--- src/rtl/hmac_chunk_pkg.sv ---
// Shared types and widths for the HMAC chunk verifier.
// Holds the FSM state encoding and the saturating error-counter helper.
package hmac_chunk_pkg;

  localparam int BEAT_W     = 512;
  localparam int TAG_W      = 128;
  localparam int CNT_W      = 16;
  localparam int MAX_BURSTS = 16;
  localparam int PTR_W      = 4;

  typedef enum logic [2:0] {
    ST_IDLE,
    ST_START,
    ST_FILL,
    ST_WAIT_TAG,
    ST_DRAIN,
    ST_ERR
  } state_e;

  // Increments, but sticks at all-ones instead of wrapping to zero.
  function automatic logic [CNT_W-1:0] sat_inc(input logic [CNT_W-1:0] v);
    return (&v) ? v : v + CNT_W'(1);
  endfunction

endpackage

--- src/rtl/chunk_buffer.sv ---
// Holds one chunk's beats until its tag is confirmed.
// Single write port, asynchronous read port, no reset on the storage.
module chunk_buffer
  import hmac_chunk_pkg::*;
#(
  parameter int DEPTH = 2,
  parameter int AW    = 1
) (
  input  logic              clk,
  input  logic              wr_en,
  input  logic [AW-1:0]     wr_addr,
  input  logic [BEAT_W-1:0] wr_data,
  input  logic [AW-1:0]     rd_addr,
  output logic [BEAT_W-1:0] rd_data
);

  logic [BEAT_W-1:0] mem [DEPTH];

  always_ff @(posedge clk) begin
    if (wr_en) mem[wr_addr] <= wr_data;
  end

  assign rd_data = mem[rd_addr];

endmodule

--- src/rtl/hmac_chunk_verifier.sv ---
// Forwards a chunk to an HMAC engine while buffering it, then releases the
// buffered beats only if the engine's tag equals the tag supplied with the chunk.
//
// state       | meaning
// ST_IDLE     | ready for a new chunk request, tag captured on accept
// ST_START    | asking the engine to begin a new MAC
// ST_FILL     | beats pass through to the engine and into the buffer
// ST_WAIT_TAG | waiting for the engine's computed tag
// ST_DRAIN    | tag matched, buffered beats go out in order
// ST_ERR      | tag mismatched, one-cycle error pulse, chunk discarded
module hmac_chunk_verifier
  import hmac_chunk_pkg::*;
#(
  parameter int DATA_COUNT_BURSTS = 2
) (
  input  logic              clk,
  input  logic              rst_n,
  input  logic              chk_val,
  output logic              chk_rdy,
  input  logic [TAG_W-1:0]  chk_tag,
  input  logic [BEAT_W-1:0] in_data,
  input  logic              in_val,
  output logic              in_rdy,
  output logic              hm_req_val,
  input  logic              hm_req_rdy,
  output logic [BEAT_W-1:0] hm_data,
  output logic              hm_data_val,
  input  logic              hm_data_rdy,
  input  logic [TAG_W-1:0]  hm_tag,
  input  logic              hm_tag_val,
  output logic              hm_tag_rdy,
  output logic [BEAT_W-1:0] out_data,
  output logic              out_val,
  input  logic              out_rdy,
  output logic              out_last,
  output logic              auth_err,
  output logic [CNT_W-1:0]  err_count
);

  localparam int AW = (DATA_COUNT_BURSTS > 1) ? $clog2(DATA_COUNT_BURSTS) : 1;
  localparam logic [PTR_W-1:0] LAST_PTR = PTR_W'(DATA_COUNT_BURSTS - 1);

  state_e            state_q, state_d;
  logic [PTR_W-1:0]  wr_ptr_q, rd_ptr_q;
  logic [TAG_W-1:0]  tag_q;
  logic [CNT_W-1:0]  err_cnt_q;
  logic [BEAT_W-1:0] buf_rd_data;
  logic              beat_fire;
  logic              out_fire;
  logic              tag_match;

  assign tag_match = (hm_tag == tag_q);
  assign beat_fire = hm_data_val && in_rdy;
  assign out_fire  = out_val && out_rdy;

  // Data path to the engine is a pure wire so a one-cycle rdy pulse is never missed.
  assign hm_data   = in_data;
  assign out_data  = out_val ? buf_rd_data : '0;
  assign err_count = rst_n ? err_cnt_q : '0;

  // Every handshake output is forced low while rst_n is held.
  always_comb begin
    state_d     = state_q;
    chk_rdy     = 1'b0;
    hm_req_val  = 1'b0;
    hm_data_val = 1'b0;
    in_rdy      = 1'b0;
    hm_tag_rdy  = 1'b0;
    out_val     = 1'b0;
    out_last    = 1'b0;
    auth_err    = 1'b0;
    if (rst_n) begin
      unique case (state_q)
        ST_IDLE: begin
          chk_rdy = 1'b1;
          if (chk_val) state_d = ST_START;
        end
        ST_START: begin
          hm_req_val = 1'b1;
          if (hm_req_rdy) state_d = ST_FILL;
        end
        ST_FILL: begin
          hm_data_val = in_val;
          in_rdy      = hm_data_rdy;
          if (in_val && hm_data_rdy && (wr_ptr_q == LAST_PTR)) state_d = ST_WAIT_TAG;
        end
        ST_WAIT_TAG: begin
          hm_tag_rdy = 1'b1;
          if (hm_tag_val) state_d = tag_match ? ST_DRAIN : ST_ERR;
        end
        ST_DRAIN: begin
          out_val  = 1'b1;
          out_last = (rd_ptr_q == LAST_PTR);
          if (out_rdy && (rd_ptr_q == LAST_PTR)) state_d = ST_IDLE;
        end
        ST_ERR: begin
          auth_err = 1'b1;
          state_d  = ST_IDLE;
        end
        default: state_d = ST_IDLE;
      endcase
    end
  end

  always_ff @(posedge clk) begin
    if (!rst_n) begin
      state_q   <= ST_IDLE;
      wr_ptr_q  <= '0;
      rd_ptr_q  <= '0;
      tag_q     <= '0;
      err_cnt_q <= '0;
    end else begin
      state_q <= state_d;
      if (chk_rdy && chk_val) tag_q <= chk_tag;
      if (beat_fire) wr_ptr_q <= (wr_ptr_q == LAST_PTR) ? '0 : wr_ptr_q + PTR_W'(1);
      if (out_fire)  rd_ptr_q <= out_last ? '0 : rd_ptr_q + PTR_W'(1);
      if (state_q == ST_ERR) begin
        err_cnt_q <= sat_inc(err_cnt_q);
        wr_ptr_q  <= '0;
        rd_ptr_q  <= '0;
      end
    end
  end

  chunk_buffer #(
    .DEPTH (DATA_COUNT_BURSTS),
    .AW    (AW)
  ) u_buffer (
    .clk     (clk),
    .wr_en   (beat_fire),
    .wr_addr (wr_ptr_q[AW-1:0]),
    .wr_data (in_data),
    .rd_addr (rd_ptr_q[AW-1:0]),
    .rd_data (buf_rd_data)
  );

endmodule

--- config.mk ---
export PLATFORM = sky130hd
export DESIGN_NAME = hmac_chunk_verifier
export DESIGN_NICKNAME = d
export VERILOG_FILES = /design/src/rtl/hmac_chunk_pkg.sv /design/src/rtl/chunk_buffer.sv /design/src/rtl/hmac_chunk_verifier.sv
export SDC_FILE = /design/constraint.sdc
export NUM_CORES = 1
export LEC_CHECK = 0
export BUFFER_PORTS_ARGS = -buffer_cell sky130_fd_sc_hd__buf_2
export CAP_MARGIN = 20
export CELL_PAD_IN_SITES_DETAIL_PLACEMENT = 1
export CELL_PAD_IN_SITES_GLOBAL_PLACEMENT = 1
export CORE_AREA = 2 2 707 709
export DETAILED_ROUTE_END_ITERATION = 12
export DIE_AREA = 0 0 709 711
export GPL_TIMING_DRIVEN = 1
export PLACE_DENSITY = 0.3
export REMOVE_ABC_BUFFERS = 1
export SYNTH_ARGS = -nofsm -noshare
export SYNTH_HDL_FRONTEND = slang
export SYNTH_SLANG_ARGS = --single-unit
--- constraint.sdc ---
create_clock -name clk -period 35.3 [get_ports clk]
set_input_delay 1.765 -clock clk [delete_from_list [all_inputs] [get_ports clk]]
set_output_delay 1.765 -clock clk [all_outputs]
set_load 0.02 [all_outputs]
==> results.tsv, run 1 <==
stage	metric	value	unit
worst_setup_path	CP Class	register to output port	
timing	Worst Tran Pin Value	1.25	ns
yosys	Syn Inst Count	3586	
floorplanning	die width	709	um
yosys	async set-reset flop share out of synthesis	0	
worst_setup_path	crit-path max FO	77	
timing	Final Max Slew Viols	0	
placed_design	worst slack at placement	27.50	ns
yosys	Post-Synth Adder-Cell Area	0.000758	
finish	Area growth syn-to-layout	38.4	%
worst_setup_path	R2R cell count	7	
outcome	outcome	complete, no violations	
clocking	TritonCTS buffer count	169	
timing	minimum clock period	7.25	ns
worst_setup_path	Buf/Inv on CP	5	
timing	Slew headroom	0.167	
worst_setup_path	Worst EP required	33.53	ns
global_route	global-route wire length before repair	394000	um
yosys	most common cell in the netlist	edfxtp_1	
yosys	mapped cell area	49500	sq um
clocking	latest clock arrival within the worst-skew pair	0.92	ns
pwr	IR drop worst, VDD	38.6	uV
detailed_routing	initial DRC count	1947	
yosys	number of synthesized flops with an enable pin	1024	
clocking	# resized after CTS	0	
run	Max Cap Viol	0	
yosys	Post-Synth XOR/XNOR Area	0.0253	
timing	RSZ-0062 raised after global routing	no	
global_route	antenna violations before repair	149	
worst_setup_path	CP endpoint kind	output port	
yosys	Ys Warns	0	
worst_hold_path	Hold Path Depth	2	
finish	NumNets Final	5744	
placed_design	buffers added on ports	1823	
clocking	CTS tree	done	
pwr	Leakage	24.2	nW
yosys	synth cell count leaders	edfxtp_1 (1024), nor2_1 (524), buf_4 (514), mux2i_1 (514), nand2_1 (273)	
yosys	Compound-Gate Fraction of Synth Area	0.0153	
global_route	largest net degree at the start of global routing	130	
pwr	register share of total power	0.441	
worst_setup_path	CP max stage delay	0.92	ns
worst_hold_path	Hold Path End	tag_q[64]	
yosys	Seq cells post-synth	1180	
finish	# fillers	57100	
pwr	power density cells	51.1	nW/um^2
floorplanning	row count	259	
detailed_routing	residual DRC count	0	
pwr	sw power	0.000885	W
yosys	Mapped Avg Cell Area	13.8	sq um
timing	Final TNS setup	0	ns
floorplanning	CORE AREA	496000	sq um
detailed_routing	detail-routed net length per standard cell	26.7	um
floorplanning	Die Y	711	um
clocking	hold_buf cts	0	
timing	Setup Skew	0.0933	ns
worst_setup_path	Worst path most repeated cell	buf_4	
pwr	Clock power frac	0.487	
yosys	Seq/Total Area, Yosys	0.684	
pwr	combinational share of power	0.072	
detailed_routing	Routed Antenna Nets	0	
floorplanning	io pins	1824	
yosys	most used flip-flop cell after synthesis	edfxtp_1	
worst_setup_path	crit path DAT	5.48	ns
worst_setup_path	critical path cell sequence	buf_12, buf_4, buf_4, buf_4, mux2i_1, nor2_1, buf_2	
global_route	total global-route track usage	0.120	
detailed_routing	vias per inst	2.89	
pwr	internal power	0.00262	W
placed_design	detailed-placement wirelength estimate	259000	um
clocking	Setup Buffers After CTS	0	
worst_setup_path	R2R Path End	u_buffer.mem[1][51]	
floorplanning	Initial Utilization	0.0998	
clocking	buffer depth of the longest clock path	4	
clocking	Clk pin slew, worst setup/hold paths	0.05	ns
worst_setup_path	Worst path top cell family by delay	buffers and inverters	
clocking	H-tree depth	4	
yosys	share of the synthesized area in the top cell type	0.621	
detailed_routing	final WL	316000	um
worst_setup_path	crit path launch type	register	
timing	Finish-stage setup viols	0	
worst_hold_path	min-delay src	tag_q[64]	
timing	max frequency	138	MHz
timing	Setup WS post-layout	28.05	ns
placed_design	Final Wtd Congestion	0.817	
global_route	Remaining Overflow, GRT	0	
yosys	Synth area leader	edfxtp_1	
worst_setup_path	slowest library cell on the worst path	buf_4	
floorplanning	die area	504000	sq um
timing	final hold vios	0	
pwr	sw frac	0.253	
yosys	synth top area cells	edfxtp_1 (62%), mux2i_1 (10%), buf_4 (7.8%)	
global_route	number of global-route vias before repair	35700	
yosys	main combinational cell family by area after synthesis	multiplexers	
clocking	CTS Sinks	1180	
timing	part of the cycle the worst path needs	0.205	
yosys	simple-gate share of the synthesized area	0.0773	
detailed_routing	detailed-route via count	34100	
worst_hold_path	Hold Path Class	register to register	
detailed_routing	first drt pass iteration count	5	
clocking	CTS Root Cell	clkbuf_16	
worst_setup_path	R2R Setup Slk	29.82	ns
finish	share of cells above drive strength 1	0.422	
yosys	mux contribution to synthesized area	0.104	
worst_setup_path	reg2reg start	state_q[0]	
yosys	post-synth cell types	47	
==> worst max path at each step <==
stage,from,endpoint,slack (ns),cells after the start
final,register,out_data[86],28.05,7
after floorplan,rst_n,u_buffer.mem[0][0],9.32,3
after global placement,rst_n,u_buffer.mem[0][184],27.55,9
after global routing,register,out_data[86],27.68,7
after detailed placement,rst_n,u_buffer.mem[0][69],27.50,9
after CTS,register,out_data[86],27.69,7
==> through the flow <==
step / instance area, sq um / hold WS [ns] / cells / power [W] / util
after CTS: 68400 / 0.468 / 11700 / 0.00360 / 0.138
final: 68500 / 0.466 / 11800 / 0.00350 / 0.138
after detailed placement: 62900 / 0.459 / 11400 / 0.00184 / 0.127
after global routing: 68500 / 0.488 / 11800 / 0.00365 / 0.138
after floorplan: 44900 / 0.441 / 2910 / 0.00163 / -
after global placement: 62900 / 0.454 / 11400 / 0.00183 / 0.127
==> worst register-to-register path, delay by kind of cell (launching register included) <==
family / cells / cell delay (ns)
buffers and inverters: 4 / 3.40
DFF: 1 / 0.42
and+or+nand+nor: 3 / 1.24
==> power by group through the flow <==
stage	Sequential [W]	Combinational, W	Clock (W)
2_1_floorplan	0.00158	0.0000492	0
3_3_place_gp	0.00157	0.000260	0
3_5_place_dp	0.00157	0.000262	0
4_1_cts	0.00155	0.000262	0.00179
5_1_grt	0.00155	0.000271	0.00184
6_report	0.00155	0.000251	0.00171
==> cells in the final DEF (no fill, tap or decap), types with 24 or more instances in the layout <==
cell type / instances
edfxtp_1: 1024
nand4_1: 39
buf_4: 54
diode_2: 55
clkinv_2: 27
buf_2: 1822
nand2_1: 273
and2_1: 31
o21ai_0: 129
clkbuf_16: 173
xnor2_1: 136
nor2_1: 524
dfxtp_1: 155
clkbuf_1: 38
clkinv_1: 24
mux2i_1: 505
==> state kept, by name, indices dropped and copies added, names as in the netlist, named ones only <==
register      count
rd_ptr_q          4
err_cnt_q        16
tag_q           128
state_q           3
wr_ptr_q          4
u_buffer.mem   1024
==> area by class of cell <==
cell class	instances	area, sq um	share of cell area
antenna	55	138	0.00201
clock buffer	216	4540	0.0663
clock inverter	85	886	0.0129
inverter	3	16.3	0.000237
multi-input combinational	1727	11100	0.161
sequential	1180	33900	0.494
tap	6655	8330	0.121
timing repair buffer	1884	9680	0.141
==> cell families after synthesis <==
family	after synthesis
fa+ha+maj	3
simple gates	922
compound gates	145
xor+xnor	143
buf+inv	679
flops	1180
mux	514
==> metal layers <==
| metal | up-vias | global-route usage | routed length [um] |
|---|---|---|---|
| met5 | - | 0 | 356 |
| met4 | 52 | 0.0238 | 7080 |
| met3 | 390 | 0.0310 | 22300 |
| met2 | 1358 | 0.212 | 157000 |
| met1 | 17300 | 0.146 | 129000 |
| li1 | 15000 | - | - |
Note: power is estimated with default switching activity, not from simulation.
==> run 2: changes to the inputs <==
==> constraint.sdc (replaced) <==
create_clock -name clk -period 7.2 [get_ports clk]
set_input_delay 0.36 -clock clk [delete_from_list [all_inputs] [get_ports clk]]
set_output_delay 0.36 -clock clk [all_outputs]
set_load 0.02 [all_outputs]
==> run 2 against run 1 <==
- setup slack got worse by 25 ns
- sequential share of layout area decreased by 4.4 points
- power increased to 4.9 times the previous value
- wire length increased by 0.87%
==> results.tsv, run 2 (synthesis results as in run 1) <==
stage	metric	value	unit
timing	Final TNS setup	0	ns
timing	Finish-stage setup viols	0	
worst_setup_path	R2R cell count	5	
worst_hold_path	min-delay src	hm_data_rdy	
outcome	outcome	complete, no violations	
floorplanning	Die Y	711	um
timing	final hold vios	0	
global_route	Remaining Overflow, GRT	0	
placed_design	DP Cell Count	11500	
global_route	antenna violations before repair	103	
worst_setup_path	CP max stage delay	0.55	ns
detailed_routing	detail-routed net length per standard cell	25.5	um
finish	NumNets Final	6438	
clocking	Clk pin slew, worst setup/hold paths	0.05	ns
worst_setup_path	Worst path top cell family by delay	buffers and inverters	
clocking	latest clock arrival within the worst-skew pair	0.87	ns
worst_setup_path	crit-path max FO	154	
worst_hold_path	Hold Path Depth	4	
worst_setup_path	crit path launch type	register	
floorplanning	die width	709	um
detailed_routing	first drt pass iteration count	5	
placed_design	detailed-placement wirelength estimate	260000	um
finish	Layout Cells excl Fill	12500	
worst_setup_path	R2R Setup Slk	4.00	ns
worst_setup_path	crit path DAT	4.15	ns
clocking	buffer depth of the longest clock path	4	
pwr	power density cells	228	nW/um^2
global_route	global-route wire length before repair	404000	um
floorplanning	row count	259	
timing	Worst Tran Pin Value	1.29	ns
clocking	H-tree depth	4	
detailed_routing	vias per inst	2.93	
clocking	# resized after CTS	0	
worst_setup_path	critical path cell sequence	nand2b_4, or2_4, buf_4, buf_12, nor2_1, buf_2	
worst_setup_path	CP Class	register to output port	
floorplanning	die area	504000	sq um
detailed_routing	detailed-route via count	36600	
clocking	CTS tree	done	
worst_setup_path	Buf/Inv on CP	3	
worst_setup_path	CP endpoint kind	output port	
finish	# fillers	57000	
timing	Setup Skew	0.0504	ns
detailed_routing	residual DRC count	0	
floorplanning	CORE AREA	496000	sq um
finish	largest reg by FF count	u_buffer.mem	
finish	Regs by FF count	u_buffer.mem x1024, tag_q x128, err_cnt_q x16	
global_route	largest net degree at the start of global routing	220	
finish	fin area	75300	sq um
finish	Largest register FFs	1024	
worst_hold_path	Hold Path Class	input pin to register	
pwr	total power	0.0172	W
finish	share of cells above drive strength 1	0.371	
worst_setup_path	reg2reg start	state_q[1]	
timing	Setup WS post-layout	2.69	ns
detailed_routing	Routed Antenna Nets	0	
floorplanning	Initial Utilization	0.0998	
worst_setup_path	slowest library cell on the worst path	dfxtp_1	
run	Max Cap Viol	0	
finish	most common cell after layout, fill and taps aside	buf_2	
timing	max frequency	222	MHz
timing	RSZ-0062 raised after global routing	no	
global_route	total global-route track usage	0.121	
finish	Area growth syn-to-layout	52.0	%
clocking	CTS Root Cell	clkbuf_16	
placed_design	Final Wtd Congestion	0.816	
timing	Slew headroom	0.140	
worst_setup_path	R2R Path End	u_buffer.mem[1][47]	
finish	commonest cells after routing, fill and taps aside	buf_2 (1822), edfxtp_1 (1024), dlygate4sd3_1 (685)	
timing	Final Max Slew Viols	0	
detailed_routing	final WL	318000	um
global_route	number of global-route vias before repair	39500	
worst_hold_path	Hold Path End	wr_ptr_q[0]	
placed_design	worst slack at placement	2.80	ns
pwr	Leakage	27.1	nW
worst_setup_path	Worst EP required	6.84	ns
timing	minimum clock period	4.51	ns
placed_design	buffers added on ports	1823	
placed_design	Post-DP Area	63100	sq um
clocking	CTS Sinks	1180	
floorplanning	io pins	1824	
clocking	Setup Buffers After CTS	0	
detailed_routing	initial DRC count	1633	
clocking	TritonCTS buffer count	164	
pwr	IR drop worst, VDD	176	uV
timing	part of the cycle the worst path needs	0.627	
==> run 2: cell types whose count changed in the layout (fill, tap and decap cells not counted), moves of 2 or more <==
cell	change
buf_12	+9
clkbuf_16	-5
clkinv_4	-2
diode_2	-20
inv_6	-3
buf_6	+2
buf_4	+4
clkinvlp_4	+4
clkinv_2	-6
mux2i_1	+7
mux2i_2	-7
dlygate4sd3_1	+685
==> run 2: worst register-to-register path, delay by kind of cell (launching register included) <==
kind | cells | cell delay, ns
simple gates | 3 | 1.22
flops | 1 | 0.52
buf+inv | 2 | 0.85
==> run 2: where the power goes <==
| part | switching, W | internal, W |
|---|---|---|
| sequential | 0.0000564 | 0.00752 |
| combinational | 0.000960 | 0.000634 |
| clock | 0.00328 | 0.00474 |
| total | 0.00430 | 0.0129 |
==> run 2: final cells by class <==
class,count,area (sq um),share of cell area
antenna,35,87.6,0.00116
clock buffer,209,4400,0.0584
clock inverter,74,777,0.0103
inverter,3,16.3,0.000216
multi-input combinational,1727,11000,0.147
sequential,1180,33900,0.450
tap,6655,8330,0.111
timing repair buffer,2583,16700,0.222
==> run 2: through the flow <==
stage,hold WS (ns),utilization
floorplan,0.441,-
global placement,0.453,0.127
detailed placement,0.465,0.127
CTS,0.0115,0.151
global route,0.125,0.152
finish,0.141,0.152
==> run 2: how the worst max path moves through the flow <==
stage / cells past startpoint / end / startpoint / slack, ns
after global placement: 7 / u_buffer.mem[1][127] / rst_n / 2.81
after CTS: 6 / out_data[6] / state_q[0] / 2.39
after detailed placement: 7 / u_buffer.mem[1][267] / rst_n / 2.80
after global routing: 6 / out_data[315] / state_q[0] / 2.40
final: 6 / out_data[307] / state_q[0] / 2.69
after floorplan: 3 / u_buffer.mem[0][0] / state_q[0] / -17.48
==> run 2: metal layers <==
metal | part of all wire | routed length, um | track usage | up-vias
met5 | 0.00045 | 142 | 0 | -
met4 | 0.026 | 8180 | 0.0301 | 24
met3 | 0.059 | 18700 | 0.0287 | 338
met2 | 0.50 | 158000 | 0.214 | 1294
met1 | 0.42 | 133000 | 0.146 | 18600
li1 | - | - | - | 16400
==> run 2: timing repair <==
item	CTS	global route
setup endpoints to repair	0	0
endpoints found under the hold margin	1161	0
hold buffers	685	0
==> run 3: changes to the inputs <==
--- a/config.mk
+++ b/config.mk
@@ -5,13 +5,14 @@
 export SDC_FILE = /design/constraint.sdc
 export NUM_CORES = 1
 export LEC_CHECK = 0
+export ABC_AREA = 1
 export BUFFER_PORTS_ARGS = -buffer_cell sky130_fd_sc_hd__buf_2
 export CAP_MARGIN = 20
 export CELL_PAD_IN_SITES_DETAIL_PLACEMENT = 1
 export CELL_PAD_IN_SITES_GLOBAL_PLACEMENT = 1
-export CORE_AREA = 2 2 707 709
+export CORE_AREA = 2 2 713 715
 export DETAILED_ROUTE_END_ITERATION = 12
-export DIE_AREA = 0 0 709 711
+export DIE_AREA = 0 0 715 717
 export GPL_TIMING_DRIVEN = 1
 export PLACE_DENSITY = 0.3
 export REMOVE_ABC_BUFFERS = 1
==> constraint.sdc (replaced) <==
create_clock -name clk -period 3.66 [get_ports clk]
set_input_delay 0.183 -clock clk [delete_from_list [all_inputs] [get_ports clk]]
set_output_delay 0.183 -clock clk [all_outputs]
set_load 0.02 [all_outputs]
==> run 3 against run 2 <==
- largest cell class unchanged
- synthesized cell count rose by 21%
- highest routed layer unchanged
- clock power rose by 100%
- sequential share of layout area fell by 2.3 points
- combinational power rose to 3.3 times the previous value
- final area rose by 5.3%
- count of clock-buffer cells in the layout rose by 9
==> results.tsv, run 3 <==
stage	metric	value	unit
finish	most common cell after layout, fill and taps aside	buf_2	
yosys	simple-gate share of the synthesized area	0.120	
timing	final hold vios	0	
timing	Final Max Slew Viols	0	
yosys	most used flip-flop cell after synthesis	edfxtp_1	
worst_setup_path	R2R cell count	11	
timing	max frequency	292	MHz
clocking	CTS Root Cell	clkbuf_16	
placed_design	buffers added on ports	1823	
yosys	Synth area leader	edfxtp_1	
placed_design	worst slack at placement	0.263	ns
detailed_routing	detailed-route via count	42300	
worst_setup_path	crit path to	out_data[399]	
finish	commonest cells after routing, fill and taps aside	buf_2 (1762), nand2_1 (1436), edfxtp_1 (1024)	
finish	Regs by FF count	u_buffer.mem x1024, tag_q x128, err_cnt_q x16	
clocking	Clk pin slew, worst setup/hold paths	0.05	ns
pwr	power density cells	467	nW/um^2
worst_setup_path	CP Class	register to output port	
yosys	Syn Inst Count	4335	
yosys	async set-reset flop share out of synthesis	0	
global_route	number of global-route vias before repair	45000	
global_route	antenna violations before repair	144	
placed_design	Final Wtd Congestion	0.903	
finish	share of cells above drive strength 1	0.325	
detailed_routing	residual DRC count	0	
finish	Area growth syn-to-layout	60.4	%
yosys	Post-Synth XOR/XNOR Area	0.0206	
yosys	post-synth cell types	37	
worst_setup_path	crit path launch type	register	
worst_setup_path	Setup crit start	state_q[1]	
yosys	mux contribution to synthesized area	0	
clocking	CTS tree	done	
floorplanning	row count	261	
placed_design	detailed-placement wirelength estimate	296000	um
yosys	number of synthesized flops with an enable pin	1024	
global_route	Remaining Overflow, GRT	0	
yosys	Ys Warns	0	
finish	Layout Cells excl Fill	13500	
finish	fin area	79200	sq um
timing	Slew headroom	0.334	
finish	NumNets Final	7431	
finish	# fillers	58400	
timing	Finish-stage setup viols	0	
yosys	most common cell in the netlist	nand2_1	
yosys	Compound-Gate Fraction of Synth Area	0.0703	
yosys	Seq cells post-synth	1180	
placed_design	Post-DP Area	64300	sq um
yosys	share of the synthesized area in the top cell type	0.622	
detailed_routing	final WL	375000	um
timing	minimum clock period	3.42	ns
global_route	global-route wire length before repair	472000	um
clocking	buffer depth of the longest clock path	4	
clocking	CTS Sinks	1180	
worst_setup_path	crit path DAT	3.24	ns
outcome	outcome	complete, no violations	
detailed_routing	Routed Antenna Nets	0	
worst_setup_path	CP endpoint kind	output port	
yosys	Mapped Avg Cell Area	11.4	sq um
finish	largest reg by FF count	u_buffer.mem	
detailed_routing	initial DRC count	2215	
yosys	Seq/Total Area, Yosys	0.686	
floorplanning	Die Y	717	um
yosys	mapped cell area	49400	sq um
detailed_routing	vias per inst	3.13	
clocking	H-tree depth	4	
timing	Worst Tran Pin Value	0.999	ns
timing	Final TNS setup	0	ns
pwr	Leakage	30.6	nW
global_route	total global-route track usage	0.140	
placed_design	DP Cell Count	12200	
yosys	main combinational cell family by area after synthesis	simple AND/OR/NAND/NOR gates	
yosys	Post-Synth Adder-Cell Area	0.000760	
yosys	synth top area cells	edfxtp_1 (62%), nand2_1 (11%), buf_4 (8.0%)	
run	Max Cap Viol	0	
detailed_routing	first drt pass iteration count	5	
worst_setup_path	crit-path max FO	78	
clocking	latest clock arrival within the worst-skew pair	0.90	ns
worst_setup_path	reg2reg start	state_q[1]	
floorplanning	die width	715	um
yosys	synth cell count leaders	nand2_1 (1436), edfxtp_1 (1024), a21oi_1 (532)	
floorplanning	CORE AREA	505000	sq um
timing	Setup WS post-layout	0.239	ns
worst_setup_path	R2R Path End	state_q[1]	
timing	Setup Skew	0.0722	ns
worst_setup_path	R2R Setup Slk	0.56	ns
clocking	TritonCTS buffer count	171	
finish	Largest register FFs	1024	
timing	RSZ-0062 raised after global routing	no	
finish	post-route core utilization	0.157	
floorplanning	io pins	1824	
detailed_routing	detail-routed net length per standard cell	27.8	um
global_route	largest net degree at the start of global routing	138	
worst_setup_path	Worst EP required	3.48	ns
floorplanning	Initial Utilization	0.0979	
timing	part of the cycle the worst path needs	0.935	
worst_hold_path	Hold Path Class	input pin to register	
pwr	IR drop worst, VDD	347	uV
floorplanning	die area	513000	sq um
-- run 3: changes by cell type in the layout (fill, tap and decap cells not counted), sizes merged, moves of 36 or more --
cell and delta:
nand2 +1168, dlygate4sd3 +252, inv +82, nor2 -443, a21oi +527, mux2i -514, nand4 -36
-- run 3: area by class of cell --
class / count / area (sq um) / share of cell area
Sequential cell: 1180 / 33900 / 0.427
Tap cell: 6706 / 8390 / 0.106
Timing Repair Buffer: 2871 / 20800 / 0.262
Inverter: 80 / 329 / 0.00415
Multi-Input combinational cell: 2347 / 10500 / 0.133
Clock inverter: 87 / 797 / 0.0101
Timing Repair inverter: 1 / 8.76 / 0.000111
Antenna cell: 17 / 42.5 / 0.000537
Clock buffer: 218 / 4530 / 0.0571
-- run 3: what timing repair did --
| action | in CTS | in global routing |
|---|---|---|
| setup endpoints to repair | 333 | 0 |
| gates resized for setup | 19 | 0 |
| buffers inserted | 4 | 0 |
| hold buffers | 937 | 0 |
| endpoints found under the hold margin | 1164 | 0 |
-- run 3: how the worst min path moves through the flow --
stage / startpoint / cells past startpoint / endpoint / slack [ns]
2_1_floorplan: rst_n / 2 / state_q[2] / 0.28
3_3_place_gp: chk_tag[36] / 3 / tag_q[36] / 0.38
3_5_place_dp: in_data[309] / 1 / u_buffer.mem[1][309] / 0.39
4_1_cts: in_data[298] / 2 / u_buffer.mem[1][298] / 0.0004
5_1_grt: in_data[401] / 2 / u_buffer.mem[0][401] / 0.05
6_report: out_rdy / 5 / rd_ptr_q[3] / 0.11
-- run 3: cell families after synthesis --
logic type               Yosys count
AND/OR/NAND/NOR                 1546
buffers and inverters            808
AO/OA/AOI/OAI                    682
flip-flops                      1180
adder cells (fa/ha/maj)            3
XOR/XNOR                         116
-- run 3: worst max-delay path, cell delays in order, from the launching register on --
cell	delay (ns)
dfxtp_1	0.34
nor2_1	0.21
nand2_1	0.17
nor2_4	0.23
inv_12	0.16
bufbuf_16	0.56
a21oi_1	0.22
buf_2	0.21
-- run 3: power by group --
part	switching, W	total [W]	leakage, nW	internal (W)
sequential	0.000324	0.0155	10.5	0.0151
combinational	0.00321	0.00524	17.5	0.00203
clock	0.00702	0.0163	2.57	0.00929
total	0.0106	0.0370	30.6	0.0265
-- run 3: per-layer routing --
metal / vias to the layer above / wire (um) / GRT usage
met1: 21400 / 139000 / 0.151
met3: 502 / 30200 / 0.0472
li1: 18900 / - / -
met2: 1572 / 189000 / 0.252
met5: - / 38 / 0
met4: 6 / 16600 / 0.0525
-- run 3: through the flow --
stage	power, W	hold slack [ns]
after floorplan	0.0172	0.281
after global placement	0.0200	0.383
after detailed placement	0.0200	0.392
after CTS	0.0380	0.000405
after global routing	0.0386	0.0478
final	0.0370	0.110
